File: config.mk
export PLATFORM = sky130hd
export DESIGN_NAME = sram_arbiter_ctrl_flat
export DESIGN_NICKNAME = d
export VERILOG_FILES = /design/src/rtl/sram_ctrl_pkg.sv /design/src/rtl/sram_arbiter_ctrl_if.sv /design/src/rtl/sram_arb2.sv /design/src/rtl/sram_arbiter_ctrl.sv /design/src/flat_wrapper.sv
export SDC_FILE = /design/constraint.sdc
export NUM_CORES = 1
export LEC_CHECK = 0
export CAP_MARGIN = 20
export CORE_MARGIN = 2
export CORE_UTILIZATION = 42
export CTS_BUF_LIST = sky130_fd_sc_hd__clkbuf_4 sky130_fd_sc_hd__clkbuf_8 sky130_fd_sc_hd__clkbuf_16
export DETAILED_ROUTE_END_ITERATION = 12
export PLACE_DENSITY = 0.78
export REMOVE_ABC_BUFFERS = 1
export SKIP_CTS_REPAIR_TIMING = 1
export SLEW_MARGIN = 20
export SYNTH_ARGS = -nofsm -noshare
export SYNTH_HDL_FRONTEND = slang
export SYNTH_SLANG_ARGS = --single-unit
File: constraint.sdc
create_clock -name clk -period 2.2 [get_ports clk]
set_clock_uncertainty 0.1 [all_clocks]
set_input_delay 0.44 -clock clk [delete_from_list [all_inputs] [get_ports clk]]
set_output_delay 0.44 -clock clk [all_outputs]
set_load 0.05 [all_outputs]
File: src/rtl/sram_ctrl_pkg.sv
// -----------------------------------------------------------------------------
// sram_ctrl_pkg
// Shared types and constants for the SRAM arbiter/controller slice.
//   - sram_state_e : controller FSM states (IDLE, SETUP, ACCESS, HOLD)
//   - SRAM_*_DEF   : default address/data width and wait-state count
//   - WAIT_CNT_W   : width of the ACCESS-phase wait down-counter
// -----------------------------------------------------------------------------
`timescale 1ns/1ps
package sram_ctrl_pkg;

    localparam int SRAM_AW_DEF   = 12;
    localparam int SRAM_DW_DEF   = 8;
    localparam int SRAM_WAIT_DEF = 2;
    localparam int WAIT_CNT_W    = 4;

    typedef enum logic [1:0] {
        IDLE   = 2'd0,
        SETUP  = 2'd1,
        ACCESS = 2'd2,
        HOLD   = 2'd3
    } sram_state_e;

endpackage

File: src/rtl/sram_arbiter_ctrl_if.sv
// -----------------------------------------------------------------------------
// sram_arbiter_ctrl_if
// One requester port of the SRAM controller.
//   req    : request, held by the requester until ack
//   we     : 1 = write, 0 = read (valid with req)
//   addr   : access address
//   wdata  : write data
//   ack    : one-cycle pulse, request accepted and inputs latched
//   rvalid : one-cycle pulse, rdata valid (reads only)
//   rdata  : read data, held until the next read on this port
// Modports: master = requester side, slave = controller side.
// -----------------------------------------------------------------------------
`timescale 1ns/1ps
interface sram_arbiter_ctrl_if
    import sram_ctrl_pkg::*;
#(
    parameter int AW = SRAM_AW_DEF,
    parameter int DW = SRAM_DW_DEF
);
    logic          req;
    logic          we;
    logic [AW-1:0] addr;
    logic [DW-1:0] wdata;
    logic          ack;
    logic          rvalid;
    logic [DW-1:0] rdata;

    modport master (output req, we, addr, wdata, input  ack, rvalid, rdata);
    modport slave  (input  req, we, addr, wdata, output ack, rvalid, rdata);
endinterface

File: src/rtl/sram_arb2.sv
// -----------------------------------------------------------------------------
// sram_arb2
// Two-way arbiter for the SRAM controller.
//   clk, rst_n : clock, asynchronous active-low reset
//   req[1:0]   : pending requests (bit N = port N)
//   advance    : strobe, the current grant is being taken this cycle
//   grant[1:0] : one-hot grant, combinational from req (and pointer)
// Build option SRAM_ARB_ROUND_ROBIN_EN: round-robin with a 1-bit pointer that
// names the port after the last winner. Default build: fixed priority, port 0
// wins ties, and no pointer register exists.
// -----------------------------------------------------------------------------
`timescale 1ns/1ps
module sram_arb2 (
    input  logic       clk,
    input  logic       rst_n,
    input  logic [1:0] req,
    input  logic       advance,
    output logic [1:0] grant
);

`ifdef SRAM_ARB_ROUND_ROBIN_EN
    logic ptr_reg;

    // After port 0 wins the pointer moves to 1, after port 1 back to 0,
    // which is exactly grant[0].
    always_ff @(posedge clk or negedge rst_n) begin
        if (!rst_n) begin
            ptr_reg <= 1'b0;
        end else if (advance && (|grant)) begin
            ptr_reg <= grant[0];
        end
    end

    always_comb begin
        grant = req;
        if (req == 2'b11) begin
            grant          = 2'b00;
            grant[ptr_reg] = 1'b1;
        end
    end
`else
    assign grant = {req[1] & ~req[0], req[0]};

    // Clock, reset and advance only matter for the round-robin pointer.
    logic unused_ok;
    assign unused_ok = &{1'b0, clk, rst_n, advance};
`endif

endmodule

File: src/rtl/sram_arbiter_ctrl.sv
// -----------------------------------------------------------------------------
// sram_arbiter_ctrl
// Shares an external asynchronous SRAM between two requesters. Sequences
// CSB/WRB/address/data through IDLE -> SETUP -> ACCESS (WAIT_CYCLES) -> HOLD
// and returns read data. The bidirectional data bus is split into o/oe/i; the
// tristate buffer lives in the chip top level.
// Parameters: AW (address width), DW (data width), WAIT_CYCLES (1..15).
// Ports:
//   clk, rst_n    : clock, asynchronous active-low reset
//   p0, p1        : requester ports (sram_arbiter_ctrl_if.slave)
//   sram_csb      : active-low chip select (registered)
//   sram_wrb      : active-low write strobe (registered)
//   sram_abus     : address (registered)
//   sram_dbus_o   : write data (registered)
//   sram_dbus_oe  : 1 = FPGA drives the data bus (registered)
//   sram_dbus_i   : data bus input, sampled on the edge leaving ACCESS
// Build option SRAM_ARB_ROUND_ROBIN_EN selects round-robin arbitration in
// sram_arb2; otherwise port 0 has fixed priority.
// -----------------------------------------------------------------------------
`timescale 1ns/1ps
module sram_arbiter_ctrl
    import sram_ctrl_pkg::*;
#(
    parameter int AW          = SRAM_AW_DEF,
    parameter int DW          = SRAM_DW_DEF,
    parameter int WAIT_CYCLES = SRAM_WAIT_DEF
) (
    input  logic                      clk,
    input  logic                      rst_n,
    sram_arbiter_ctrl_if.slave        p0,
    sram_arbiter_ctrl_if.slave        p1,
    output logic                      sram_csb,
    output logic                      sram_wrb,
    output logic [AW-1:0]             sram_abus,
    output logic [DW-1:0]             sram_dbus_o,
    output logic                      sram_dbus_oe,
    input  logic [DW-1:0]             sram_dbus_i
);

    // Counter is loaded with WAIT_CYCLES-1 so ACCESS lasts WAIT_CYCLES cycles.
    localparam logic [WAIT_CNT_W-1:0] WAIT_LOAD = WAIT_CNT_W'(WAIT_CYCLES - 1);

    sram_state_e           state_reg, state_next;
    logic [WAIT_CNT_W-1:0] wait_cnt_reg, wait_cnt_next;
    logic                  sel_reg, sel_next;
    logic                  we_reg, we_next;
    logic                  csb_reg, csb_next;
    logic                  wrb_reg, wrb_next;
    logic                  oe_reg, oe_next;
    logic [AW-1:0]         abus_reg, abus_next;
    logic [DW-1:0]         dbus_o_reg, dbus_o_next;
    logic [1:0]            ack_reg, ack_next;
    logic [1:0]            rvalid_reg, rvalid_next;
    logic [DW-1:0]         rdata_reg [2];
    logic                  capture;

    logic [1:0]            req;
    logic [1:0]            grant;
    logic                  arb_advance;

    assign req         = {p1.req, p0.req};
    assign arb_advance = (state_reg == IDLE) && (|req);

    sram_arb2 u_arb (
        .clk     (clk),
        .rst_n   (rst_n),
        .req     (req),
        .advance (arb_advance),
        .grant   (grant)
    );

    // Next-state and next-output logic. All SRAM pins are decoded from the
    // next state and registered, so nothing reaches the pins combinationally.
    always_comb begin
        state_next    = state_reg;
        wait_cnt_next = wait_cnt_reg;
        sel_next      = sel_reg;
        we_next       = we_reg;
        abus_next     = abus_reg;
        dbus_o_next   = dbus_o_reg;
        ack_next      = 2'b00;
        rvalid_next   = 2'b00;
        capture       = 1'b0;

        case (state_reg)
            IDLE: begin
                if (|req) begin
                    state_next  = SETUP;
                    sel_next    = grant[1];
                    we_next     = grant[1] ? p1.we    : p0.we;
                    abus_next   = grant[1] ? p1.addr  : p0.addr;
                    dbus_o_next = grant[1] ? p1.wdata : p0.wdata;
                    ack_next    = grant;
                end
            end
            SETUP: begin
                state_next    = ACCESS;
                wait_cnt_next = WAIT_LOAD;
            end
            ACCESS: begin
                if (wait_cnt_reg == '0) begin
                    state_next = HOLD;
                    if (!we_reg) begin
                        capture              = 1'b1;
                        rvalid_next[sel_reg] = 1'b1;
                    end
                end else begin
                    wait_cnt_next = wait_cnt_reg - 1'b1;
                end
            end
            HOLD: begin
                state_next = IDLE;
            end
            default: begin
                state_next = IDLE;
            end
        endcase

        csb_next = 1'b1;
        wrb_next = 1'b1;
        oe_next  = 1'b0;
        case (state_next)
            SETUP: begin
                csb_next = 1'b0;
            end
            ACCESS: begin
                csb_next = 1'b0;
                wrb_next = ~we_next;
                oe_next  = we_next;
            end
            HOLD: begin
                // WRB rises entering HOLD; data stays driven one more cycle.
                csb_next = 1'b0;
                oe_next  = we_next;
            end
            default: begin
                csb_next = 1'b1;
            end
        endcase
    end

    always_ff @(posedge clk or negedge rst_n) begin
        if (!rst_n) begin
            state_reg    <= IDLE;
            wait_cnt_reg <= '0;
            sel_reg      <= 1'b0;
            we_reg       <= 1'b0;
            csb_reg      <= 1'b1;
            wrb_reg      <= 1'b1;
            oe_reg       <= 1'b0;
            abus_reg     <= '0;
            dbus_o_reg   <= '0;
            ack_reg      <= 2'b00;
            rvalid_reg   <= 2'b00;
        end else begin
            state_reg    <= state_next;
            wait_cnt_reg <= wait_cnt_next;
            sel_reg      <= sel_next;
            we_reg       <= we_next;
            csb_reg      <= csb_next;
            wrb_reg      <= wrb_next;
            oe_reg       <= oe_next;
            abus_reg     <= abus_next;
            dbus_o_reg   <= dbus_o_next;
            ack_reg      <= ack_next;
            rvalid_reg   <= rvalid_next;
        end
    end

    // Per-port read data holding registers.
    generate
        for (genvar gi = 0; gi < 2; gi++) begin : g_rdata
            always_ff @(posedge clk or negedge rst_n) begin
                if (!rst_n) begin
                    rdata_reg[gi] <= '0;
                end else if (capture && (sel_reg == 1'(gi))) begin
                    rdata_reg[gi] <= sram_dbus_i;
                end
            end
        end
    endgenerate

    assign sram_csb     = csb_reg;
    assign sram_wrb     = wrb_reg;
    assign sram_dbus_oe = oe_reg;
    assign sram_abus    = abus_reg;
    assign sram_dbus_o  = dbus_o_reg;

    assign p0.ack    = ack_reg[0];
    assign p1.ack    = ack_reg[1];
    assign p0.rvalid = rvalid_reg[0];
    assign p1.rvalid = rvalid_reg[1];
    assign p0.rdata  = rdata_reg[0];
    assign p1.rdata  = rdata_reg[1];

endmodule

File: src/flat_wrapper.sv
// flat-port wrapper written by rule: the top's interface ports become plain ports
module sram_arbiter_ctrl_flat import sram_ctrl_pkg::*;
#(
    parameter int AW          = SRAM_AW_DEF,
    parameter int DW          = SRAM_DW_DEF,
    parameter int WAIT_CYCLES = SRAM_WAIT_DEF
)
  (clk, rst_n, sram_csb, sram_wrb, sram_abus, sram_dbus_o, sram_dbus_oe, sram_dbus_i, p0_req, p0_we, p0_addr, p0_wdata, p0_ack, p0_rvalid, p0_rdata, p1_req, p1_we, p1_addr, p1_wdata, p1_ack, p1_rvalid, p1_rdata);
  sram_arbiter_ctrl_if #(.AW(AW), .DW(DW)) p0_i ();
  sram_arbiter_ctrl_if #(.AW(AW), .DW(DW)) p1_i ();
  input  logic clk;
  input  logic rst_n;
  output logic sram_csb;
  output logic sram_wrb;
  output logic [AW-1:0] sram_abus;
  output logic [DW-1:0] sram_dbus_o;
  output logic sram_dbus_oe;
  input  logic [DW-1:0] sram_dbus_i;
  input wire logic [$bits(p0_i.req)-1:0] p0_req;
  input wire logic [$bits(p0_i.we)-1:0] p0_we;
  input wire logic [$bits(p0_i.addr)-1:0] p0_addr;
  input wire logic [$bits(p0_i.wdata)-1:0] p0_wdata;
  output wire logic [$bits(p0_i.ack)-1:0] p0_ack;
  output wire logic [$bits(p0_i.rvalid)-1:0] p0_rvalid;
  output wire logic [$bits(p0_i.rdata)-1:0] p0_rdata;
  input wire logic [$bits(p1_i.req)-1:0] p1_req;
  input wire logic [$bits(p1_i.we)-1:0] p1_we;
  input wire logic [$bits(p1_i.addr)-1:0] p1_addr;
  input wire logic [$bits(p1_i.wdata)-1:0] p1_wdata;
  output wire logic [$bits(p1_i.ack)-1:0] p1_ack;
  output wire logic [$bits(p1_i.rvalid)-1:0] p1_rvalid;
  output wire logic [$bits(p1_i.rdata)-1:0] p1_rdata;
  assign p0_i.req = p0_req;
  assign p0_i.we = p0_we;
  assign p0_i.addr = p0_addr;
  assign p0_i.wdata = p0_wdata;
  assign p0_ack = p0_i.ack;
  assign p0_rvalid = p0_i.rvalid;
  assign p0_rdata = p0_i.rdata;
  assign p1_i.req = p1_req;
  assign p1_i.we = p1_we;
  assign p1_i.addr = p1_addr;
  assign p1_i.wdata = p1_wdata;
  assign p1_ack = p1_i.ack;
  assign p1_rvalid = p1_i.rvalid;
  assign p1_rdata = p1_i.rdata;
  sram_arbiter_ctrl #(.AW(AW), .DW(DW), .WAIT_CYCLES(WAIT_CYCLES)) u_core (.clk(clk), .rst_n(rst_n), .p0(p0_i), .p1(p1_i), .sram_csb(sram_csb), .sram_wrb(sram_wrb), .sram_abus(sram_abus), .sram_dbus_o(sram_dbus_o), .sram_dbus_oe(sram_dbus_oe), .sram_dbus_i(sram_dbus_i));
endmodule
Yosys cells after proc, flatten, opt, wreduce, memory -nomap -nowiden:

Cells that the tools add are included.

* logic and storage cells: 61
* output and inout bits: 43
* register bits after elaboration: 51

* order comparisons: 2
* equal/unequal tests: 7
* reductions and logical operators: 11
* bitwise logic cells: 4
* muxes and demuxes: 23
* add/sub/neg operators: 1

Operators with widths (number)
* two-way mux 2 bit: 7
* two-way mux 12 bit: 1
* two-way mux 1 bit: 10
* == test 2 bit, second input constant: 4
* two-way mux 8 bit: 1
* one-hot mux 2 bit (4 select lines): 1
* one-hot mux 4 bit (2 select lines): 1
* == test 2 x 1 -> 1 bit, second input constant: 2
* logical NOT 4 bit: 1
* two-way mux 4 bit: 1
* AND reduction 2 bit: 2
* OR reduction 2 bit: 2
* subtractor 4 x 1 -> 4 bit, second input constant: 1
* logical AND 1 bit: 3
* inverter 1 bit: 3
* OR reduction 3 bit: 1
* logical NOT 2 bit: 1
* < comparator 1 x 2 -> 1 bit, second input constant: 1
* != test 2 bit, second input constant: 1
* nonzero test 2 bit: 1
* AND 1 bit: 1
* demux 1 bit (select 1 bit): 1
* >= comparator 1 bit, second input constant: 1

Longest topological paths before layout:

Gate-level depths: netlist of the first run.

* depth in word-level cells: 7
* depth in mapped cells: 7
* gate-level depth less buffers: 5

Modules after synthesis:

A second synthesis of the first run with hierarchy kept.

* cells, all modules: 184
* area total of the unflattened synthesis: 2204.6 sq um

By module, submodules not included
* sram_arbiter_ctrl: sequential area each 1278.7 sq um, instances 1, cells each 182, area each 2183.3 sq um
* sram_arb2: sequential area each 0.0 sq um, instances 1, cells each 2, area each 21.3 sq um

Worst setup path after synthesis of the first run:

OpenSTA, ideal clock, no wires.

* path type: register -> register
* start: register u_core.state_reg[0]
* end: register u_core.rdata_reg (netlist bit u_core.p0.rdata[0])
* arrival time: 1.630 ns
* path buffers: 2
* period minus slack after synthesis: 1.855 ns
* cell stages (with the launch flop): 8
* slack: 0.345 ns
* cells stage by stage: dfrtp_1 inv_1 ha_1 buf_2 and3b_1 and3b_1 buf_2 mux2_2

* cells in the longest elaborated chain, start to end: 3

RTL lines
* from (decl): line sram_arbiter_ctrl.sv:43 `sram_state_e state_reg, state_next;`
* from (signal assigned): line sram_arbiter_ctrl.sv:156 `state_reg <= state_next;`
* == test 2 bit: line sram_arbiter_ctrl.sv:85 `case (state_reg)`
* two-way mux 1 bit: line sram_arbiter_ctrl.sv:85
* logical AND 1 bit: line sram_arbiter_ctrl.sv:176 `end else if (capture && (sel_reg == 1'(gi))) begin`
* to (signal, indexed assignment): line sram_arbiter_ctrl.sv:177 `rdata_reg[gi] <= sram_dbus_i;`
* to (decl): line sram_arbiter_ctrl.sv:54 `logic [DW-1:0] rdata_reg [2];`

No other way between the ends.
A chain may end at the register's enable or synchronous reset.

Final worst setup path of the first run:

* start: register u_core.dbus_o_reg[7], in the netlist u_core.sram_dbus_o[7]
* end: output port sram_dbus_o[7]

RTL lines
* from (decl): line sram_arbiter_ctrl.sv:51 `logic [DW-1:0] dbus_o_reg, dbus_o_next;`
* from (signal assigned): line sram_arbiter_ctrl.sv:164 `dbus_o_reg <= dbus_o_next;`
* to (decl): line flat_wrapper.sv:16 `output logic [DW-1:0] sram_dbus_o;`

No word-level cell between the ends.

==> flow_summary.json, run 1 <==
{
  "outcome": "finished clean",
  "wirelength_um": 4690,
  "cts_tree": "yes",
  "crit_slowest_cell": "clkdlybuf4s50_1",
  "critPathArrivalTime_ns": 1.50,
  "synth-compound-area-share": 0.0734,
  "peakVddDrop_mv": 0.652,
  "grt_util_all_layers": 0.179,
  "die_w_um": 76.3,
  "coreArea_um2": 5070,
  "grt_pass1_wl_um": 8270,
  "initial_core_util": 0.433,
  "first_iter_violations": 74,
  "clk_path_buf_depth": 2,
  "ant_nets": 0,
  "synth_top_family_by_area": "multiplexers",
  "drc": 0,
  "startpoint_type": "register",
  "synth_fa_ha_area_frac": 0.0285,
  "clock_latency_ns": 0.30,
  "syn2layout_area_growth_pct": 52.9,
  "ys_seq_area_frac": 0.582,
  "max_freq_mhz": 490,
  "wl_per_cell_um": 13.3,
  "ys_ff_latch": 51,
  "grt_pass1_vias": 1707,
  "synth-xor-area-share": 0,
  "dr.pass1.iters": 4,
  "fin_crit_ns": 2.04,
  "synth_area_um2": 2200,
  "tightest_slew_ns": 0.575,
  "grt.overflow.total": 0,
  "crit_buf_inv": 1,
  "dpl_cell_area_um2": 3270,
  "grt_max_degree": 52,
  "fin_setup_tns_ns": 0,
  "critical_path.cell_chain": "clkdlybuf4s50_1",
  "hpwlAfterDp_um": 3540,
  "vias": 1684,
  "dpl_worst_slack_ns": 0.0530,
  "p_leak_nw": 1.57,
  "design.die.area_um2": 5830,
  "antenna_found_initial": 0,
  "slowest_delay_ns": 0.82,
  "hold_viol": 0,
  "drv_cap": 0,
  "clkSinkCount": 51,
  "synthMuxAreaShare": 0.191,
  "drt-vias-per-instance": 4.76,
  "synth_cells": 183,
  "powerDensity_nw_per_um2": 1530,
  "io_pins": 97,
  "largest_reg_flops": 12,
  "gp_congestion": 0.694,
  "rsz0062_at_grt": "false",
  "diodes": 0,
  "maxSlewViolCount": 0,
  "whs_ns": 0.00782,
  "setup_viol": 0,
  "design_area_um2": 3360,
  "setup_ws_ns": 0.158,
  "worstSetupPathType": "reg -> out",
  "htreeDepth": 2,
  "path_clk_slew_ns": 0.09,
  "nets": 342,
  "ys_warn_count": 0,
  "root_buffer": "clkbuf_8",
  "required_ns": 1.66,
  "max_slew_margin": 0.616,
  "syn_avg_cell_area_um2": 12.0,
  "critical_path.max_fanout": 2,
  "drive_above_1_share": 0.134,
  "final_core_util": 0.662,
  "hold_class": "in -> async",
  "yosys.area_share.simple": 0.0922,
  "rows": 26,
  "path_delay_family": "buffers and inverters",
  "end_kind": "primary output",
  "fin_crit_sh": 0.928,
  "die_height_um": 76.3,
  "port_buffers": 96,
  "synth_cell_type_count": 30,
  "cts_inserted_buffers": 5
}
metrics by stage:
stage / total power [W] / cells
floorplan: 0.00360 / 174
global placement: 0.00462 / 346
detailed placement: 0.00468 / 346
CTS: 0.00522 / 354
global route: 0.00548 / 354
finish: 0.00515 / 354
cell type report:
type | count | area (um2)
Clock inverter | 3 | 20.0
Timing Repair Buffer | 102 | 1020
Inverter | 9 | 33.8
Multi-Input combinational cell | 114 | 851
Sequential cell | 51 | 1280
Fill cell | 444 | 1710
Tap cell | 70 | 87.6
Clock buffer | 5 | 68.8
cell usage after synthesis (all sizes together):
library cell / number / area share
dfrtp: 49 / 0.56
mux2i: 24 / 0.11
nand2: 21 / 0.036
o21ai: 21 / 0.048
mux2: 16 / 0.082
inv: 9 / 0.015
nor2: 6 / 0.010
clkbuf: 5 / 0.0085
ha: 5 / 0.028
buf: 4 / 0.0091
a21oi: 2 / 0.0046
and3b: 2 / 0.0080
dfstp: 2 / 0.024
nor3: 2 / 0.0046
a21o: 1 / 0.0034
a221o: 1 / 0.0046
a22o: 1 / 0.0040
and2: 1 / 0.0028
nand2b: 1 / 0.0028
nand3: 1 / 0.0023
nor2b: 1 / 0.0028
nor3b: 1 / 0.0034
nor4bb: 1 / 0.0046
o22a: 1 / 0.0040
o311a: 1 / 0.0051
or2: 1 / 0.0028
or2b: 1 / 0.0034
or3b: 1 / 0.0040
or4b: 1 / 0.0046
cells in the final DEF, fill, tap and decap left out, drive strengths merged, types with 2 or more instances in the layout:
cell / n
a21oi: 2
and3b: 2
dfstp: 2
mux2: 16
nand2: 21
mux2i: 24
nor2: 6
inv: 9
buf: 9
ha: 5
clkbuf: 5
clkdlybuf4s50: 93
clkinvlp: 2
nor3: 2
dfrtp: 49
o21ai: 21
cell families (layout without fill, tap and decap cells):
| kind of cell | Yosys count | in the layout |
|---|---|---|
| fa+ha+maj | 5 | 5 |
| flops | 51 | 51 |
| simple gates | 41 | 41 |
| compound gates | 28 | 28 |
| mux | 40 | 40 |
| buf+inv | 18 | 119 |
worst paths after layout:
| kind | startpoint | end | slack, ns | depth (start not counted) |
|---|---|---|---|---|
| worst max-delay path | u_core.sram_dbus_o[7]$_DFFE_PN0P_ | sram_dbus_o[7] | 0.16 | 1 |
| worst min-delay path | rst_n | u_core.sram_dbus_o[2]$_DFFE_PN0P_ | 0.008 | 2 |
| worst max register to register | u_core.state_reg[0]$_DFF_PN0_ | u_core.p0.rdata[7]$_DFFE_PN0P_ | 0.29 | 5 |
| worst min register to register | u_core.sram_dbus_o[5]$_DFFE_PN0P_ | u_core.sram_dbus_o[5]$_DFFE_PN0P_ | 0.38 | 2 |
| max in group asynchronous | rst_n | u_core.sram_wrb$_DFF_PN1_ | 1.71 | 2 |
| min in group clk | u_core.sram_dbus_o[5]$_DFFE_PN0P_ | u_core.sram_dbus_o[5]$_DFFE_PN0P_ | 0.38 | 2 |
power by group:
group          switching, W  internal, W  total, W
sequential         0.000221      0.00138   0.00160
combinational       0.00192      0.00111   0.00303
clock              0.000306     0.000222  0.000528
per-layer routing:
layer	wire, um	global-route usage	share of wire	vias to the layer above
li1	-	-	-	827
met1	2000	0.224	0.43	775
met2	2130	0.280	0.45	75
met3	493	0.0758	0.11	7
met4	60	0.0600	0.013	0
met5	0	0	0	-
(Power assumes the default switching activity.)
==> run 2: changes to the inputs <==
Settings changed: CORE_MARGIN 2 to 1, CORE_UTILIZATION 42 to 38, PLACE_DENSITY 0.78 to 0.77.
Clock period 2.2 ns to 1.7 ns, I/O delays scaled along.
==> flow_summary.json, run 2 (synthesis results as in run 1) <==
{
  "critical_path.cell_chain": "buf_4, ha_4, buf_4, or2_2, o311a_4, or3b_1",
  "max_slew_margin": 0.721,
  "ant_nets": 0,
  "dpl_worst_slack_ns": -0.348,
  "antenna_found_initial": 0,
  "layoutNonFillerInstCount": 374,
  "coreArea_um2": 5540,
  "largest_reg_flops": 12,
  "hpwlAfterDp_um": 3720,
  "nFillCells": 471,
  "clkSinkCount": 51,
  "clock_latency_ns": 0.30,
  "max_freq_mhz": 568,
  "hold_class": "reg -> reg",
  "syn2layout_area_growth_pct": 61.9,
  "wirelength_um": 4840,
  "rows": 27,
  "rsz0062_at_grt": "true",
  "grt_util_all_layers": 0.170,
  "dp_cells": 363,
  "tightest_slew_ns": 0.418,
  "port_buffers": 96,
  "violations": "negative setup slack",
  "io_pins": 97,
  "final_cell_mix": "buf_4 (58), clkdlybuf4s50_1 (52), dfrtp_1 (49)",
  "drv_cap": 0,
  "end_kind": "register",
  "layout_commonest_cell": "buf_4",
  "design_area_um2": 3560,
  "fin_crit_ns": 1.76,
  "r2r_cells": 6,
  "design.die.area_um2": 6090,
  "rrSetupSlack_ns": -0.06,
  "p_leak_nw": 1.76,
  "outcome": "finished with violations",
  "clk_path_buf_depth": 2,
  "grt_pass1_vias": 1795,
  "die_w_um": 78.1,
  "fin_crit_sh": 1.04,
  "holdPathStages": 2,
  "critical_path.max_fanout": 3,
  "path_delay_family": "simple AND/OR/NAND/NOR gates",
  "wl_per_cell_um": 12.9,
  "rr_startpoint": "u_core.state_reg[1]$_DFF_PN0_",
  "startpoint_type": "register",
  "min-delay-start": "u_core.sram_abus[7]$_DFFE_PN0P_",
  "initial_core_util": 0.397,
  "root_buffer": "clkbuf_8",
  "reg2reg_to": "u_core.sram_wrb$_DFF_PN1_",
  "peakVddDrop_mv": 1.12,
  "dr.pass1.iters": 4,
  "worstSetupPathType": "reg -> reg",
  "dpl_cell_area_um2": 3360,
  "required_ns": 1.83,
  "grt_max_degree": 41,
  "holdPathEnd": "u_core.sram_abus[7]$_DFFE_PN0P_",
  "htreeDepth": 2,
  "slowest_delay_ns": 0.40,
  "gp_congestion": 0.768,
  "nets": 360,
  "cts_inserted_buffers": 5,
  "first_iter_violations": 43,
  "drc": 0,
  "power_w": 0.00724,
  "grt.overflow.total": 0,
  "cts_tree": "yes",
  "setup_viol": 17,
  "grt_pass1_wl_um": 7970,
  "hold_viol": 0,
  "drive_above_1_share": 0.354,
  "crit_buf_inv": 2,
  "drt-vias-per-instance": 4.72,
  "path_clk_slew_ns": 0.09,
  "setup_ws_ns": -0.0613,
  "cpMostUsedCell": "buf_4",
  "vias": 1767,
  "diodes": 0,
  "maxSlewViolCount": 0,
  "crit_slowest_cell": "dfrtp_1",
  "die_height_um": 78.1,
  "powerDensity_nw_per_um2": 2030,
  "critPathArrivalTime_ns": 1.89
}
[run 2: cell types whose count changed in the layout (fill, tap and decap cells not counted), moves of 4 or more]
cell,delta
clkdlybuf4s50_1,-41
ha_1,-4
buf_4,+52
buf_12,+6
[run 2: layer usage]
metal | vias up | wire [um] | track usage | share of wire
met4 | 0 | 53 | 0.0500 | 0.011
met1 | 826 | 2070 | 0.202 | 0.43
met3 | 7 | 335 | 0.0570 | 0.069
li1 | 860 | - | - | -
met2 | 74 | 2380 | 0.292 | 0.49
met5 | - | 0 | 0 | 0
[run 2: where the power goes]
part / total [W] / internal [W] / switching [W]
Clock: 0.000877 / 0.000484 / 0.000393
Combinational: 0.00427 / 0.00166 / 0.00261
Sequential: 0.00210 / 0.00178 / 0.000313
Total: 0.00724 / 0.00393 / 0.00331
[run 2: worst max-delay path by stage]
stage	startpoint	slack (ns)	depth (start not counted)	endpoint
2_1_floorplan	u_core.state_reg[0]$_DFF_PN0_	-0.51	5	u_core.sram_wrb$_DFF_PN1_
3_3_place_gp	p0_req	-0.33	4	u_core.sram_wrb$_DFF_PN1_
3_5_place_dp	p0_req	-0.35	4	u_core.sram_wrb$_DFF_PN1_
4_1_cts	u_core.state_reg[0]$_DFF_PN0_	-0.16	6	u_core.p0.rdata[2]$_DFFE_PN0P_
5_1_grt	u_core.state_reg[0]$_DFF_PN0_	-0.12	5	u_core.sram_wrb$_DFF_PN1_
6_report	u_core.state_reg[1]$_DFF_PN0_	-0.06	6	u_core.sram_wrb$_DFF_PN1_
[run 2: cell type report]
type / instances / area, um2 / area share
Sequential cell: 51 / 1280 / 0.359
Timing Repair Buffer: 120 / 1130 / 0.318
Multi-Input combinational cell: 114 / 905 / 0.254
Tap cell: 72 / 90.1 / 0.0253
Clock buffer: 6 / 82.6 / 0.0232
Clock inverter: 2 / 38.8 / 0.0109
Inverter: 9 / 33.8 / 0.00949
[run 2: worst min-delay path: stages (launching register included)]
cell and delay, ns:
dfrtp_1 0.35, nand2_1 0.05, o21ai_0 0.06
[run 2: per-stage QoR]
step	hold slack (ns)	TNS (ns)	utilization
detailed placement	0.199	-5.47	0.606
floorplan	-0.0556	-10.90	-
finish	0.389	-0.554	0.643
global placement	0.191	-4.12	0.606
global route	0.416	-1.69	0.643
CTS	-0.133	-1.61	0.628
